[config.mk]
export PLATFORM = sky130hd
export DESIGN_NAME = axon_delay_line
export DESIGN_NICKNAME = d
export VERILOG_FILES = /design/src/rtl/axon_pkg.sv /design/src/rtl/axon_channel.sv /design/src/rtl/axon_delay_line.sv
export SDC_FILE = /design/constraint.sdc
export NUM_CORES = 1
export LEC_CHECK = 0
export ABC_AREA = 0
export BUFFER_PORTS_ARGS = -buffer_cell sky130_fd_sc_hd__buf_4
export CAP_MARGIN = 10
export CORE_UTILIZATION = 60
export CTS_CLUSTER_SIZE = 14
export DETAILED_ROUTE_END_ITERATION = 10
export GPL_ROUTABILITY_DRIVEN = 0
export PLACE_DENSITY = 0.78
export SYNTH_ARGS = -nofsm -noshare
export SYNTH_HDL_FRONTEND = slang
export SYNTH_SLANG_ARGS = --single-unit
[constraint.sdc]
create_clock -name clock -period 3.15 [get_ports clock]
set_input_delay 0.315 -clock clock [delete_from_list [all_inputs] [get_ports clock]]
set_output_delay 0.315 -clock clock [all_outputs]
set_load 0.01 [all_outputs]
[src/rtl/axon_pkg.sv]
// Shared constants and the per-slot record for the axon delay line.
// Counters are stored at MAX_DELAY_W bits; channels use the low DELAY_W bits.
package axon_pkg;

  localparam int CHANNELS_DEF = 4;
  localparam int DELAY_W_DEF  = 6;
  localparam int DEPTH_DEF    = 4;
  localparam int DROP_CNT_W   = 8;
  localparam int MAX_DELAY_W  = 16;

  typedef struct packed {
    logic                   valid;
    logic [MAX_DELAY_W-1:0] counter;
  } slot_t;

endpackage

[src/rtl/axon_channel.sv]
// One axon channel: DEPTH independent countdown slots feeding a single
// registered spike output, plus overflow drop pulse and saturating drop count.
module axon_channel
  import axon_pkg::*;
#(
  parameter int DELAY_W = DELAY_W_DEF,
  parameter int DEPTH   = DEPTH_DEF
) (
  input  logic                  clock,
  input  logic                  reset,
  input  logic                  spike_in,
  input  logic [DELAY_W-1:0]    delay,
  output logic                  spike_out,
  output logic                  busy,
  output logic                  full,
  output logic                  drop,
  output logic [DROP_CNT_W-1:0] drop_count
);

  slot_t                  slots_q [DEPTH];
  slot_t                  slots_d [DEPTH];
  logic                   spike_out_q, spike_out_d;
  logic                   busy_q, busy_d;
  logic                   full_q, full_d;
  logic                   drop_q, drop_d;
  logic [DROP_CNT_W-1:0]  drop_count_q, drop_count_d;
  logic [MAX_DELAY_W-1:0] load_cnt;
  logic                   placed;

  // A slot holds D-1 after the accept edge and fires when its counter is 1,
  // so the registered pulse lands exactly D cycles after the accept cycle.
  always_comb begin
    load_cnt = '0;
    load_cnt[DELAY_W-1:0] = (delay == '0) ? '0 : delay - 1'b1;
    spike_out_d = 1'b0;
    placed      = 1'b0;
    for (int s = 0; s < DEPTH; s++) begin
      slots_d[s] = slots_q[s];
      if (slots_q[s].valid) begin
        if (slots_q[s].counter == '0) begin
          slots_d[s].valid = 1'b0;
        end else begin
          slots_d[s].counter = slots_q[s].counter - 1'b1;
          if (slots_q[s].counter == MAX_DELAY_W'(1)) spike_out_d = 1'b1;
        end
      end
    end
    // Expiring slots are already cleared above, so they are reusable here.
    for (int s = 0; s < DEPTH; s++) begin
      if (spike_in && !placed && !slots_d[s].valid) begin
        slots_d[s].valid   = 1'b1;
        slots_d[s].counter = load_cnt;
        placed             = 1'b1;
      end
    end
    if (placed && load_cnt == '0) spike_out_d = 1'b1;
    drop_d       = spike_in && !placed;
    drop_count_d = drop_count_q;
    if (drop_d && drop_count_q != '1) drop_count_d = drop_count_q + DROP_CNT_W'(1);
    busy_d = 1'b0;
    full_d = 1'b1;
    for (int s = 0; s < DEPTH; s++) begin
      busy_d = busy_d | slots_d[s].valid;
      full_d = full_d & slots_d[s].valid;
    end
  end

  always_ff @(posedge clock) begin
    if (reset) begin
      for (int s = 0; s < DEPTH; s++) slots_q[s] <= '0;
      spike_out_q  <= 1'b0;
      busy_q       <= 1'b0;
      full_q       <= 1'b0;
      drop_q       <= 1'b0;
      drop_count_q <= '0;
    end else begin
      for (int s = 0; s < DEPTH; s++) slots_q[s] <= slots_d[s];
      spike_out_q  <= spike_out_d;
      busy_q       <= busy_d;
      full_q       <= full_d;
      drop_q       <= drop_d;
      drop_count_q <= drop_count_d;
    end
  end

  assign spike_out  = spike_out_q;
  assign busy       = busy_q;
  assign full       = full_q;
  assign drop       = drop_q;
  assign drop_count = drop_count_q;

endmodule

[src/rtl/axon_delay_line.sv]
// Multi-channel axon delay line: CHANNELS fully independent axon_channel
// instances sharing one clock and synchronous reset. DELAY_W must not exceed MAX_DELAY_W.
module axon_delay_line
  import axon_pkg::*;
#(
  parameter int CHANNELS = CHANNELS_DEF,
  parameter int DELAY_W  = DELAY_W_DEF,
  parameter int DEPTH    = DEPTH_DEF
) (
  input  logic                                  clock,
  input  logic                                  reset,
  input  logic [CHANNELS-1:0]                   spike_in,
  input  logic [CHANNELS-1:0][DELAY_W-1:0]      delay,
  output logic [CHANNELS-1:0]                   spike_out,
  output logic [CHANNELS-1:0]                   busy,
  output logic [CHANNELS-1:0]                   full,
  output logic [CHANNELS-1:0]                   drop,
  output logic [CHANNELS-1:0][DROP_CNT_W-1:0]   drop_count
);

  for (genvar g = 0; g < CHANNELS; g++) begin : g_ch
    axon_channel #(
      .DELAY_W (DELAY_W),
      .DEPTH   (DEPTH)
    ) u_ch (
      .clock      (clock),
      .reset      (reset),
      .spike_in   (spike_in[g]),
      .delay      (delay[g]),
      .spike_out  (spike_out[g]),
      .busy       (busy[g]),
      .full       (full[g]),
      .drop       (drop[g]),
      .drop_count (drop_count[g])
    );
  end

endmodule

======== After elaboration in Yosys (flattened, before gate mapping) ========
Memories as Yosys holds them, arrays and structs flattened.
Cells that the tools add are included.
operators by class
  add/subtract/negate cells ............... 24
  equal/unequal tests ..................... 20
  muxes and demuxes ....................... 155
  bitwise operators ....................... 40
  reduce and logical (&&, ||, !) cells .... 96
operators by type and width
  kind                                                                     number
  17-bit two-way mux                                                       48
  16-bit by 1-bit equality test with 1-bit output (second input constant)  16
  16-bit zero test                                                         16
  16-bit two-way mux                                                       16
  16-bit by 1-bit subtractor with 16-bit output (second input constant)    16
  1-bit two-way mux                                                        87
  6-bit zero test                                                          8
  1-bit logical AND                                                        40
  8-bit by 1-bit adder with 8-bit output (second input constant)           4
  1-bit zero test                                                          32
  8-bit inequality test (second input constant)                            4
  1-bit bitwise OR                                                         28
  6-bit two-way mux                                                        4
  6-bit by 1-bit subtractor with 6-bit output (second input constant)      4
  1-bit bitwise AND                                                        12
word-level totals
  register bits ........................... 48
  RAM bits ................................ 272
  input port bits ......................... 30
  output and inout port bits .............. 48
  word-level logic and storage cells ...... 359
  memories ................................ 4
memories
  name                  depth  bits a word  rd ports  clocked after Yosys merged registers in  wr ports  RTL line            text
  g_ch[0].u_ch.slots_q  4      17           4         0                                        4         axon_channel.sv:20  slot_t slots_q [DEPTH];
  g_ch[1].u_ch.slots_q  4      17           4         0                                        4         axon_channel.sv:20
  g_ch[2].u_ch.slots_q  4      17           4         0                                        4         axon_channel.sv:20
  g_ch[3].u_ch.slots_q  4      17           4         0                                        4         axon_channel.sv:20

======== Logic depth before layout (Yosys ltp) ========
Gate-level depths: netlist of run 1.
An unclocked memory read counts as a cell.
  depth in word-level cells ............... 22
  mapped depth ............................ 11
  depth with buffers taken out ............ 8

======== Cells and area by module ========
Synthesis of run 1 repeated with hierarchy kept, for this count alone.
second synthesis, totals
  cell total of the unflattened synthesis .. 2125
  area, all modules ....................... 17847.1 µm²
modules (own cells, without submodules)
  module                            times used  cells each  area each (µm²)  sequential area each (µm²)
  axon_channel at g_ch[0].u_ch ...  2           532         4441.8           1601.5
  axon_channel at g_ch[3].u_ch      1           555         4611.9           1601.5
  axon_channel at g_ch[2].u_ch      1           506         4351.7           1601.5

======== Worst setup path before layout of run 1 ========
No wires, ideal clock.
  path kind ............................... flip-flop to flip-flop
  start ................................... memory g_ch[0].u_ch.slots_q[2][0] (netlist name)
  end ..................................... memory g_ch[0].u_ch.slots_q[2][10] (netlist name)
  setup time .............................. 0.118 ns
  arrival time ............................ 2.494 ns
  required time ........................... 3.032 ns
  path slack .............................. 0.538 ns
  cell stages (with the launch flop) ...... 11
  buffers on the path ..................... 2
  period minus slack after synthesis ...... 2.612 ns
  cell sequence ........................... dfxtp_1 inv_1 ha_1 or4b_1 or4_1 clkbuf_1 and2_1 buf_6 or3_1 nand2_2 nor2_1
RTL lines
  item             RTL line
  start, declared  axon_channel.sv:20

==> Implementation_results.wiki, run 1 <==
{| class="wikitable"
! Metric !! Value
|-
| Critical path fanouts, max || 12
|-
| Clock-pin transition on the worst setup and hold timing paths || 0.06 ns
|-
| Count of pins on the block boundary || 78
|-
| Transition time at the pin with the least slew margin || 0.923 ns
|-
| Setup Viol. Count Final || 0
|-
| Die Height || 169 um
|-
| Synthesized Nets || 2,098
|-
| Met1 usage in global routing || 0.360
|-
| Share of final-layout standard cells stronger than drive strength 1 || 0.100
|-
| Static leakage || 6.97 nW
|-
| Final hold violation count || 0
|-
| Port-buffer cells || 77
|-
| Data arrival, critical path || 3.31 ns
|-
| Layer with the highest usage || met2
|-
| Leading area contributor after synthesis || sky130_fd_sc_hd__dfxtp_1
|-
| Crit Path Class || flop to flop
|-
| Unrepaired setup endpoints after global routing || false
|-
| IR Drop Worst-Case VDD || 0.379 mV
|-
| Most common library cells after synthesis || sky130_fd_sc_hd__dfxtp_1 (320), sky130_fd_sc_hd__nor2_1 (300), sky130_fd_sc_hd__nand2_1 (131)
|-
| Worst Skew || 0.0118 ns
|-
| Area growth, synth to finish || 12.7%
|-
| Tightest Hold Check Type || input port to flop
|-
| Total grt overflow || 0
|-
| Number of enable-type register cells in the synthesized netlist || 0
|-
| Starting utilization of the core area || 0.614
|-
| Max-slew violation total from the final report || 0
|-
| Pre-Repair DR Iteration Count || 5
|-
| Total number of yosys warnings || 0
|-
| Floorplan core area || 27,100 sq um
|-
| Via-per-instance ratio || 6.13
|-
| Avg Synthesized Cell Area || 8.25 sq um
|-
| Number of placed cells counting well taps || 2,408
|-
| Routing usage on met3 || 0.0407
|-
| Filler Cell Count || 2,237
|-
| Post-cts resize count || 0
|-
| Total of max-cap violations || 0
|-
| Largest net degree at the start of global routing || 150
|-
| Met2 usage in global routing || 0.454
|-
| Number of buffers added by the clock tree synthesis step || 37
|-
| Die X-Extent || 169 um
|-
| Minimum setup slack among reg-to-reg paths || 0.24 ns
|-
| Sink Count || 320
|-
| Run status || finished, final reports clean
|-
| Post-Route Setup TNS || 0 ns
|-
| Worst setup path startpoint || g_ch[0].u_ch.slots_q[2][0]
|-
| Avg WL per Cell || 15.7 um
|-
| Yosys reg bits || 320
|-
| Top-count cell post-synth || sky130_fd_sc_hd__dfxtp_1
|-
| Via count of the first global-routing pass || 14,100
|-
| Detailed-route via count || 15,200
|-
| Share of the synthesized area in the top cell type || 0.385
|-
| Startpoint of the worst-slack reg-to-reg timing path || g_ch[0].u_ch.slots_q[2][0]
|-
| Initial DRC count || 1,239
|-
| Sequential area share after synthesis || 0.385
|-
| Minimum clock period after layout || 2.91 ns
|-
| Required time at the worst-slack endpoint || 3.55 ns
|-
| Aggregate global-route resource usage || 0.272
|-
| Skew-Pair Late Insertion Delay || 0.52 ns
|-
| Fraction of synthesis flops using an asynchronous set or reset pin || 0
|-
| Post-synth design cell area || 16,600 sq um
|-
| Top area cells in the synthesized netlist || sky130_fd_sc_hd__dfxtp_1 (38%), sky130_fd_sc_hd__nor2_1 (6.8%), sky130_fd_sc_hd__xnor2_1 (5.4%)
|-
| Total power density per cell area || 586 nW/um^2
|-
| Achievable frequency || 344 MHz
|-
| CP Launch Type || flop
|-
| Endpoint kind of the worst setup timing path || flop
|-
| Hold path startpoint || spike_in[3]
|-
| Number of buffers on the longest clock path || 3
|-
| Final non-filler cell total || 2,474
|-
| Level count of the clock H-tree || 2
|-
| Flip-flop cell with the highest count after synthesis || sky130_fd_sc_hd__dfxtp_1
|-
| DIE AREA || 28,400 sq um
|-
| Root buffer selected by CTS || sky130_fd_sc_hd__clkbuf_16
|-
| Relative slew margins || 0.378
|-
| Number of antenna violations at the first check in global routing || 1
|-
| Buffers inserted during post-CTS setup optimization || 0
|-
| Number of nets in the final layout || 2,156
|-
| TritonCTS clock tree || yes
|-
| Wire length of the first global-routing pass || 65.9 mm
|-
| Final Cycle Share || 0.924
|-
| Cell count after synthesis || 2,017
|-
| Detailed-route DRC error count || 0
|-
| Antenna cell count || 0
|-
| Distinct cell type count after synthesis || 85
|-
| Detailed-route wire length || 39.0 mm
|-
| Number of rows in the core area || 60
|-
| Post-DP HPWL || 26.3 mm
|-
| Count of hold-fix buffers inserted at cts || 0
|-
| Final cell utilization of the core || 0.692
|-
| Antenna-violating nets left || 0
|}
-- layer usage --
layer / routed length, um / up-vias
met1: 18100 / 7143
li1: - / 7516
met2: 18000 / 407
met4: 883 / 2
met3: 2010 / 86
met5: 13 / -
-- final timing paths --
path	end	cells after the start
min	g_ch[3].u_ch.slots_q[0][2]	3
min reg2reg	g_ch[0].u_ch.slots_q[1][7]	2
max	g_ch[0].u_ch.drop_count[0]	8
max reg2reg	g_ch[0].u_ch.drop_count[0]	8
-- where the power goes --
group | total (W) | internal (W) | leakage (nW) | switching, W
logic | 0.00196 | 0.000746 | 3.75 | 0.00122
registers | 0.00452 | 0.00427 | 2.59 | 0.000248
clock network | 0.00450 | 0.00278 | 0.635 | 0.00172
-- placed cells by master, fill, tap and decap left out, types with 10 or more instances in the layout --
cell type                   count
sky130_fd_sc_hd__nor4_1        73
sky130_fd_sc_hd__clkinv_2      10
sky130_fd_sc_hd__clkbuf_16     37
sky130_fd_sc_hd__nand4_1       45
sky130_fd_sc_hd__xor2_1        51
sky130_fd_sc_hd__o21ai_0       58
sky130_fd_sc_hd__nand2b_1      11
sky130_fd_sc_hd__ha_1          51
sky130_fd_sc_hd__a21oi_1      113
sky130_fd_sc_hd__and3_1        12
sky130_fd_sc_hd__a211oi_1      44
sky130_fd_sc_hd__mux2i_1       10
sky130_fd_sc_hd__nand4b_1      12
sky130_fd_sc_hd__or4_1         46
sky130_fd_sc_hd__nor2_1       300
sky130_fd_sc_hd__nand2_1      131
sky130_fd_sc_hd__and2_1        14
sky130_fd_sc_hd__nand3b_1      12
sky130_fd_sc_hd__o31ai_1       24
sky130_fd_sc_hd__nor2b_1       15
sky130_fd_sc_hd__nand3_1       80
sky130_fd_sc_hd__nor3_1       100
sky130_fd_sc_hd__nor4b_1       15
sky130_fd_sc_hd__buf_4        103
sky130_fd_sc_hd__a31oi_1       42
sky130_fd_sc_hd__inv_1         55
sky130_fd_sc_hd__or3_1         42
sky130_fd_sc_hd__dfxtp_1      320
sky130_fd_sc_hd__xnor2_1      103
-- worst max-delay path, stage by stage (launching register included) --
cell and delay (ns):
sky130_fd_sc_hd__dfxtp_1 0.35, sky130_fd_sc_hd__inv_1 0.08, sky130_fd_sc_hd__ha_1 0.25, sky130_fd_sc_hd__or4b_1 0.48
sky130_fd_sc_hd__or4_1 0.58, sky130_fd_sc_hd__and2_1 0.32, sky130_fd_sc_hd__nand4_2 0.30, sky130_fd_sc_hd__a311oi_1 0.14
sky130_fd_sc_hd__mux2_2 0.30
-- stage by stage --
step	power (W)	worst slack [ns]	area (sq um)	hold WS [ns]
after global routing	0.0115	0.0435	18800	0.158
after detailed placement	0.00652	0.281	17500	0.465
after global placement	0.00646	0.380	17500	0.458
after CTS	0.0110	0.269	18800	0.139
final	0.0110	0.240	18800	0.153
after floorplan	0.00607	0.538	16600	0.440
-- sequential cells by signal, summed over array words and instances (netlist names) --
name and flops:
g_ch.u_ch.slots_q 272, g_ch.u_ch.drop_count 32, g_ch.u_ch.busy 4, g_ch.u_ch.drop 4, g_ch.u_ch.full 4, g_ch.u_ch.spike_out 4
-- kinds of logic after synthesis --
logic type                 count (synthesis)  synth area share
muxes                                     16            0.0101
buffers and inverters                    141            0.0383
DFF                                      320             0.385
xor gates and xnor gates                 154            0.0811
adders and majority gates                 52            0.0389
AOI/OAI and AO/OA                        378             0.149
and+or+nand+nor                          956             0.298
-- area by class of cell --
cell class	instances	area, sq um	share of cell area
clock buffer	45	1010	0.0536
tap	372	465	0.0248
timing repair buffer	104	793	0.0423
multi-input combinational	1556	9600	0.512
inverter	56	210	0.0112
clock inverter	21	274	0.0146
sequential	320	6410	0.342
(Power assumes the default switching activity.)
==> run 2: changes to the inputs <==
CORE_UTILIZATION = 45   (was 60)
PLACE_DENSITY = not set   (was 0.78)
==> run 2 against run 1 <==
Effect of this change:
- sequential share of layout area decreased by 0.30 points
- wire length up 3.4%
- sequential cell count unchanged
- sequential power hardly changed
- first-iteration DRC count shrank 38%
- combinational power is essentially flat
- final area is 0.90% higher
- critical path depth unchanged
- via count shrank 1.7%
- worst hold slack got worse by 0.0084 ns
- largest power group unchanged
==> Implementation_results.wiki, run 2 (synthesis results as in run 1) <==
{| class="wikitable"
! Metric !! Value
|-
| Required time at the worst-slack endpoint || 3.56 ns (about the same)
|-
| Level count of the clock H-tree || 2 (unchanged)
|-
| Count of cells along the worst hold path || 3 (unchanged)
|-
| Count of pins on the block boundary || 78 (unchanged)
|-
| Max FFs per register || 272 (unchanged)
|-
| Setup Viol. Count Final || 0 (unchanged)
|-
| Clock-pin transition on the worst setup and hold timing paths || 0.06 ns (about the same)
|-
| Share of final-layout standard cells stronger than drive strength 1 || 0.101 (+0.000615)
|-
| Total of max-cap violations || 0 (unchanged)
|-
| Critical path fanouts, max || 12 (unchanged)
|-
| Detailed-route wire length || 40.3 mm (+3.4%)
|-
| Achievable frequency || 340 MHz (-1.1%)
|-
| Starting utilization of the core area || 0.456 (-0.158)
|-
| Number of buffers added by the clock tree synthesis step || 38 (+2.7%)
|-
| Startpoint of the worst-slack reg-to-reg timing path || g_ch[0].u_ch.slots_q[2][0]
|-
| Port-buffer cells || 77 (unchanged)
|-
| Count of hold-fix buffers inserted at cts || 0 (unchanged)
|-
| Total power density per cell area || 578 nW/um^2 (-1.3%)
|-
| Die X-Extent || 194 um (+15%)
|-
| Routed wl met3 || 1.66 mm (-17%)
|-
| Most frequent cells in the layout || sky130_fd_sc_hd__dfxtp_1 (320), sky130_fd_sc_hd__nor2_1 (300), sky130_fd_sc_hd__nand2_1 (131)
|-
| Number of antenna violations at the first check in global routing || 0 (-1)
|-
| Final Cycle Share || 0.934 (+0.0102)
|-
| Number of buffers on the longest clock path || 3 (unchanged)
|-
| Antenna cell count || 0 (unchanged)
|-
| Relative slew margins || 0.392 (+0.0136)
|-
| Minimum setup slack among reg-to-reg paths || 0.21 ns (-0.03 ns)
|-
| Static leakage || 6.99 nW (+0.32%)
|-
| Register with the highest flop count || g_ch.u_ch.slots_q
|-
| Worst hold path endpoint || g_ch[3].u_ch.slots_q[0][2]
|-
| Total Power || 0.0109 W (-0.41%)
|-
| Final cell utilization of the core || 0.518 (-0.174)
|-
| Worst Skew || 0.0138 ns (+0.00194 ns)
|-
| Antenna-violating nets left || 0 (unchanged)
|-
| Detailed-route DRC error count || 0 (unchanged)
|-
| Wire length of the first global-routing pass || 68.1 mm (+3.4%)
|-
| Post-Route Setup TNS || 0 ns (unchanged)
|-
| Largest net degree at the start of global routing || 46 (-69%)
|-
| Skew-Pair Late Insertion Delay || 0.53 ns (about the same)
|-
| Buffers inserted during post-CTS setup optimization || 0 (unchanged)
|-
| Die Height || 194 um (+15%)
|-
| Endpoint kind of the worst setup timing path || flop
|-
| Aggregate global-route resource usage || 0.212 (-0.0599)
|-
| Endpoint of the worst-slack reg-to-reg timing path || g_ch[0].u_ch.drop_count[0]
|-
| TritonCTS clock tree || yes
|-
| Transition time at the pin with the least slew margin || 0.903 ns (-0.0202 ns)
|-
| Total grt overflow || 0 (unchanged)
|-
| Via count of the first global-routing pass || 14,000 (-0.91%)
|-
| Unrepaired setup endpoints after global routing || false
|-
| Post-DP HPWL || 27.8 mm (+5.7%)
|-
| Metal2 WL || 18.3 mm (+1.8%)
|-
| IR Drop Worst-Case VDD || 0.359 mV (-5.1%)
|-
| Via-per-instance ratio || 5.78 (-5.6%)
|-
| Sink Count || 320 (unchanged)
|-
| Number of nets in the final layout || 2,163 (+0.32%)
|-
| Pre-Repair DR Iteration Count || 5 (unchanged)
|-
| Final hold violation count || 0 (unchanged)
|-
| Post-cts resize count || 0 (unchanged)
|-
| Tightest Hold Check Type || input port to flop
|-
| CP Launch Type || flop
|-
| Highest routed metal layer || met4
|-
| Avg WL per Cell || 15.6 um (-0.74%)
|-
| Detailed-route via count || 14,900 (-1.7%)
|-
| Initial DRC count || 766 (-38%)
|-
| Hold path startpoint || spike_in[3]
|-
| Max-slew violation total from the final report || 0 (unchanged)
|-
| Area growth, synth to finish || 13.7%
|-
| Commonest non-fill, non-tap cell in the layout || sky130_fd_sc_hd__dfxtp_1
|-
| Wire length on met1 || 19.3 mm (+6.5%)
|-
| DIE AREA || 37,800 sq um (+33%)
|-
| Minimum clock period after layout || 2.94 ns (+0.0321 ns)
|-
| Crit Path Class || flop to flop
|-
| Root buffer selected by CTS || sky130_fd_sc_hd__clkbuf_16
|-
| Floorplan core area || 36,500 sq um (+35%)
|-
| Data arrival, critical path || 3.36 ns (+0.05 ns)
|-
| Number of rows in the core area || 70 (+17%)
|-
| Worst r2r path cells || 8 (unchanged)
|-
| Run status || finished, final reports clean
|}
[run 2: per-stage QoR]
step	worst slack (ns)	hold slack, ns	cell area (sq um)	instances
floorplan	0.538	0.440	16600	2017
global placement	0.328	0.451	17600	2510
detailed placement	0.259	0.463	17600	2510
CTS	0.234	0.124	18900	2577
global route	0.0645	0.141	18900	2577
finish	0.208	0.145	18900	2577
[run 2: layout make-up]
class                      count  area, sq um
timing repair buffer         110          851
clock inverter                10          105
inverter                      56          210
fill                        3504        17600
tap                          468          586
clock buffer                  57         1170
sequential                   320         6410
multi-input combinational   1556         9600
[run 2: power breakdown]
| group | leakage, nW | switching, W | total (W) | internal (W) |
|---|---|---|---|---|
| Sequential | 2.59 | 0.000242 | 0.00451 | 0.00427 |
| Clock | 0.624 | 0.00172 | 0.00444 | 0.00272 |
| Combinational | 3.78 | 0.00122 | 0.00199 | 0.000767 |
| Total | 6.99 | 0.00318 | 0.0109 | 0.00775 |
[run 2: worst max-delay path, cell delays in order, from the launching register on]
cell                       delay [ns]
sky130_fd_sc_hd__dfxtp_1         0.41
sky130_fd_sc_hd__inv_1           0.06
sky130_fd_sc_hd__ha_1            0.27
sky130_fd_sc_hd__or4b_1          0.20
sky130_fd_sc_hd__or4_1           0.20
sky130_fd_sc_hd__and2_1          0.40
sky130_fd_sc_hd__nand4_2         0.38
sky130_fd_sc_hd__a311oi_1        0.52
sky130_fd_sc_hd__mux2_2          0.38
[run 2: worst max path at each step]
stage / start / end / slack, ns / cells after the start
floorplan: g_ch[0].u_ch.slots_q[2][0] / g_ch[0].u_ch.slots_q[2][10] / 0.54 / 10
finish: g_ch[0].u_ch.slots_q[2][0] / g_ch[0].u_ch.drop_count[0] / 0.21 / 8
global placement: g_ch[0].u_ch.slots_q[2][0] / g_ch[0].u_ch.drop_count[0] / 0.33 / 8
global route: g_ch[2].u_ch.slots_q[3][8] / g_ch[2].u_ch.slots_q[3][8] / 0.06 / 6
detailed placement: g_ch[0].u_ch.slots_q[2][0] / g_ch[0].u_ch.drop_count[0] / 0.26 / 8
CTS: g_ch[0].u_ch.slots_q[2][0] / g_ch[0].u_ch.drop_count[0] / 0.23 / 8
[run 2: routing by layer]
layer	GRT usage	vias up
li1	-	7498
met3	0.0323	78
met4	0.0703	0
met5	0	-
met2	0.351	267
met1	0.282	7053
==> run 3: changes to the inputs <==
ABC_AREA = not set   (was 0)
clock period = 3.3 ns   (was 3.15 ns; I/O delays follow)
==> run 3 against run 2 <==
Effect of this change:
- fmax increased by 0.72%
- global-route usage decreased by 0.28 points
- clock power decreased by 4.5%
- critical path depth unchanged
- first-iteration DRC count increased by 27%
- clock skew increased by 0.0042 ns
- worst hold slack improved by 0.018 ns
- die area unchanged
- total power decreased by 4.7%
- final area decreased by 0.51%
- largest cell class unchanged
==> Implementation_results.wiki, run 3 (synthesis results as in run 1) <==
{| class="wikitable"
! Metric !! Value
|-
| Number of placed cells counting well taps || 2,500 (-0.40%)
|-
| Setup Viol. Count Final || 0 (unchanged)
|-
| Data arrival, critical path || 3.34 ns (-0.02 ns)
|-
| Filler Cell Count || 3,535 (+0.88%)
|-
| Achievable frequency || 342 MHz (+0.72%)
|-
| Starting utilization of the core area || 0.456 (unchanged)
|-
| Tightest Hold Check Type || input port to flop
|-
| Minimum clock period after layout || 2.92 ns (-0.0211 ns)
|-
| Crit Path Class || flop to flop
|-
| Required time at the worst-slack endpoint || 3.72 ns (+0.16 ns)
|-
| Unrepaired setup endpoints after global routing || false
|-
| Worst hold path endpoint || g_ch[3].u_ch.slots_q[0][2]
|-
| Floorplan core area || 36,500 sq um (unchanged)
|-
| Most frequent cells in the layout || sky130_fd_sc_hd__dfxtp_1 (320), sky130_fd_sc_hd__nor2_1 (300), sky130_fd_sc_hd__nand2_1 (131)
|-
| Count of hold-fix buffers inserted at cts || 0 (unchanged)
|-
| Area growth, synth to finish || 13.1%
|-
| Transition time at the pin with the least slew margin || 1.04 ns (+0.138 ns)
|-
| Endpoint kind of the worst setup timing path || flop
|-
| Endpoint of the worst-slack reg-to-reg timing path || g_ch[0].u_ch.drop_count[0]
|-
| Worst r2r path cells || 8 (unchanged)
|-
| Die X-Extent || 194 um (unchanged)
|-
| Minimum setup slack among reg-to-reg paths || 0.38 ns (+0.17 ns)
|-
| Relative slew margins || 0.299 (-0.0927)
|-
| Skew-Pair Late Insertion Delay || 0.53 ns (about the same)
|-
| Clock-pin transition on the worst setup and hold timing paths || 0.06 ns (about the same)
|-
| Worst setup path startpoint || g_ch[0].u_ch.slots_q[2][0]
|-
| Max-slew violation total from the final report || 0 (unchanged)
|-
| Detailed-route DRC error count || 0 (unchanged)
|-
| Number of buffers on the longest clock path || 3 (unchanged)
|-
| Count of cells along the worst hold path || 3 (unchanged)
|-
| Number of nets in the final layout || 2,153 (-0.46%)
|-
| Pre-CTS setup slack || 0.410 ns (+0.151 ns)
|-
| Final Cycle Share || 0.885 (-0.0488)
|-
| Total power density per cell area || 553 nW/um^2 (-4.3%)
|-
| Final non-filler cell total || 2,563 (-0.54%)
|-
| Number of rows in the core area || 70 (unchanged)
|-
| IR Drop Worst-Case VDD || 0.302 mV (-16%)
|-
| Initial DRC count || 970 (+27%)
|-
| Detailed-route wire length || 40.2 mm (about the same)
|-
| Min setup slack post-route || 0.379 ns (+0.171 ns)
|-
| Antenna cell count || 0 (unchanged)
|-
| Pre-Repair DR Iteration Count || 5 (unchanged)
|-
| Register with the highest flop count || g_ch.u_ch.slots_q
|-
| Root buffer selected by CTS || sky130_fd_sc_hd__clkbuf_16
|-
| Max FFs per register || 272 (unchanged)
|-
| Run status || finished, final reports clean
|-
| Sink Count || 320 (unchanged)
|-
| Detailed-route via count || 14,700 (-1.1%)
|-
| Aggregate global-route resource usage || 0.209 (-0.00282)
|-
| Largest net degree at the start of global routing || 150 (+230%)
|-
| DIE AREA || 37,800 sq um (unchanged)
|-
| Delay of the slowest critical-path stage || 0.59 ns (+0.07 ns)
|-
| Post-Route Setup TNS || 0 ns (unchanged)
|-
| Top Family by Delay on Critical Path || simple AND/OR/NAND/NOR gates
|-
| CP Launch Type || flop
|-
| Static leakage || 6.95 nW (-0.70%)
|-
| Critical path fanouts, max || 12 (unchanged)
|-
| Final hold violation count || 0 (unchanged)
|-
| Buffers inserted during post-CTS setup optimization || 0 (unchanged)
|-
| Cell Chain, Critical Path || inv_1, ha_1, or4b_1, or4_1, and2_1, nand4_2, a311oi_1, mux2_2
|-
| Critical path's slowest cell || sky130_fd_sc_hd__or4_1
|-
| Post-DP HPWL || 27.5 mm (-1.3%)
|-
| TritonCTS clock tree || yes
|-
| Total grt overflow || 0 (unchanged)
|-
| Share of final-layout standard cells stronger than drive strength 1 || 0.0969 (-0.00410)
|-
| Post-cts resize count || 0 (unchanged)
|-
| Number of buffers added by the clock tree synthesis step || 38 (unchanged)
|-
| Worst Skew || 0.0179 ns (+0.00415 ns)
|-
| Hold path startpoint || spike_in[3]
|-
| Via count of the first global-routing pass || 13,700 (-2.0%)
|-
| Die Height || 194 um (unchanged)
|-
| Level count of the clock H-tree || 2 (unchanged)
|-
| Count of pins on the block boundary || 78 (unchanged)
|-
| Port-buffer cells || 77 (unchanged)
|-
| Number of antenna violations at the first check in global routing || 0 (unchanged)
|-
| Avg WL per Cell || 15.7 um (+0.45%)
|-
| Via-per-instance ratio || 5.75 (-0.52%)
|-
| Cell count along the critical path || 8 (unchanged)
|-
| Combined buffer and inverter count along the critical path || 1 (unchanged)
|-
| Area taken by multi-input logic gates || 9600 sq um (unchanged)
|-
| Antenna-violating nets left || 0 (unchanged)
|-
| Total of max-cap violations || 0 (unchanged)
|-
| Commonest non-fill, non-tap cell in the layout || sky130_fd_sc_hd__dfxtp_1
|-
| Wire length of the first global-routing pass || 67.5 mm (-0.97%)
|-
| Combined flip-flop and latch cell area || 6410 sq um (unchanged)
|-
| Startpoint of the worst-slack reg-to-reg timing path || g_ch[0].u_ch.slots_q[2][0]
|}
run 3: area by class of cell:
class                   instances  area share
clock buffers                  49      0.0570
flip-flops and latches        320       0.340
inverters                      56      0.0112
multi-input cells            1556       0.510
well taps                     468      0.0311
repair buffers                100      0.0412
clock inverters                14     0.00937
run 3: report_power, final:
part	switching [W]	internal (W)	total, W
sequential	0.000235	0.00408	0.00431
combinational	0.00116	0.000708	0.00187
clock	0.00164	0.00259	0.00424
run 3: through the flow:
step                      area (sq um)  hold WS (ns)  utilization  total power (W)
after floorplan                  16600         0.440            -          0.00579
after global placement           17600         0.448        0.481          0.00620
after detailed placement         17600         0.458        0.481          0.00624
after CTS                        18800         0.135        0.515           0.0105
after global routing             18800         0.167        0.515           0.0110
final                            18800         0.163        0.515           0.0104
run 3: worst max-delay path by stage:
stage / end / slack (ns)
3_5_place_dp: g_ch[0].u_ch.drop_count[0] / 0.41
5_1_grt: g_ch[0].u_ch.drop_count[0] / 0.14
3_3_place_gp: g_ch[0].u_ch.drop_count[0] / 0.47
2_1_floorplan: g_ch[0].u_ch.slots_q[2][10] / 0.69
4_1_cts: g_ch[0].u_ch.drop_count[0] / 0.39
6_report: g_ch[0].u_ch.drop_count[0] / 0.38
run 3: metal layers:
layer | track usage | vias to the layer above | share of wire
li1 | - | 7487 | -
met1 | 0.284 | 6968 | 0.49
met2 | 0.351 | 230 | 0.46
met3 | 0.0271 | 53 | 0.035
met4 | 0.0550 | 0 | 0.017
met5 | 0 | - | 0
run 3: worst reg2reg max path: cells and delay by family, from the launching register on:
| kind | cells | cell delay (ns) |
|---|---|---|
| AND/OR/NAND/NOR | 4 | 1.71 |
| multiplexers | 1 | 0.30 |
| AO/OA/AOI/OAI | 1 | 0.14 |
| adder cells (fa/ha/maj) | 1 | 0.25 |
| flip-flops | 1 | 0.35 |
| buffers and inverters | 1 | 0.07 |
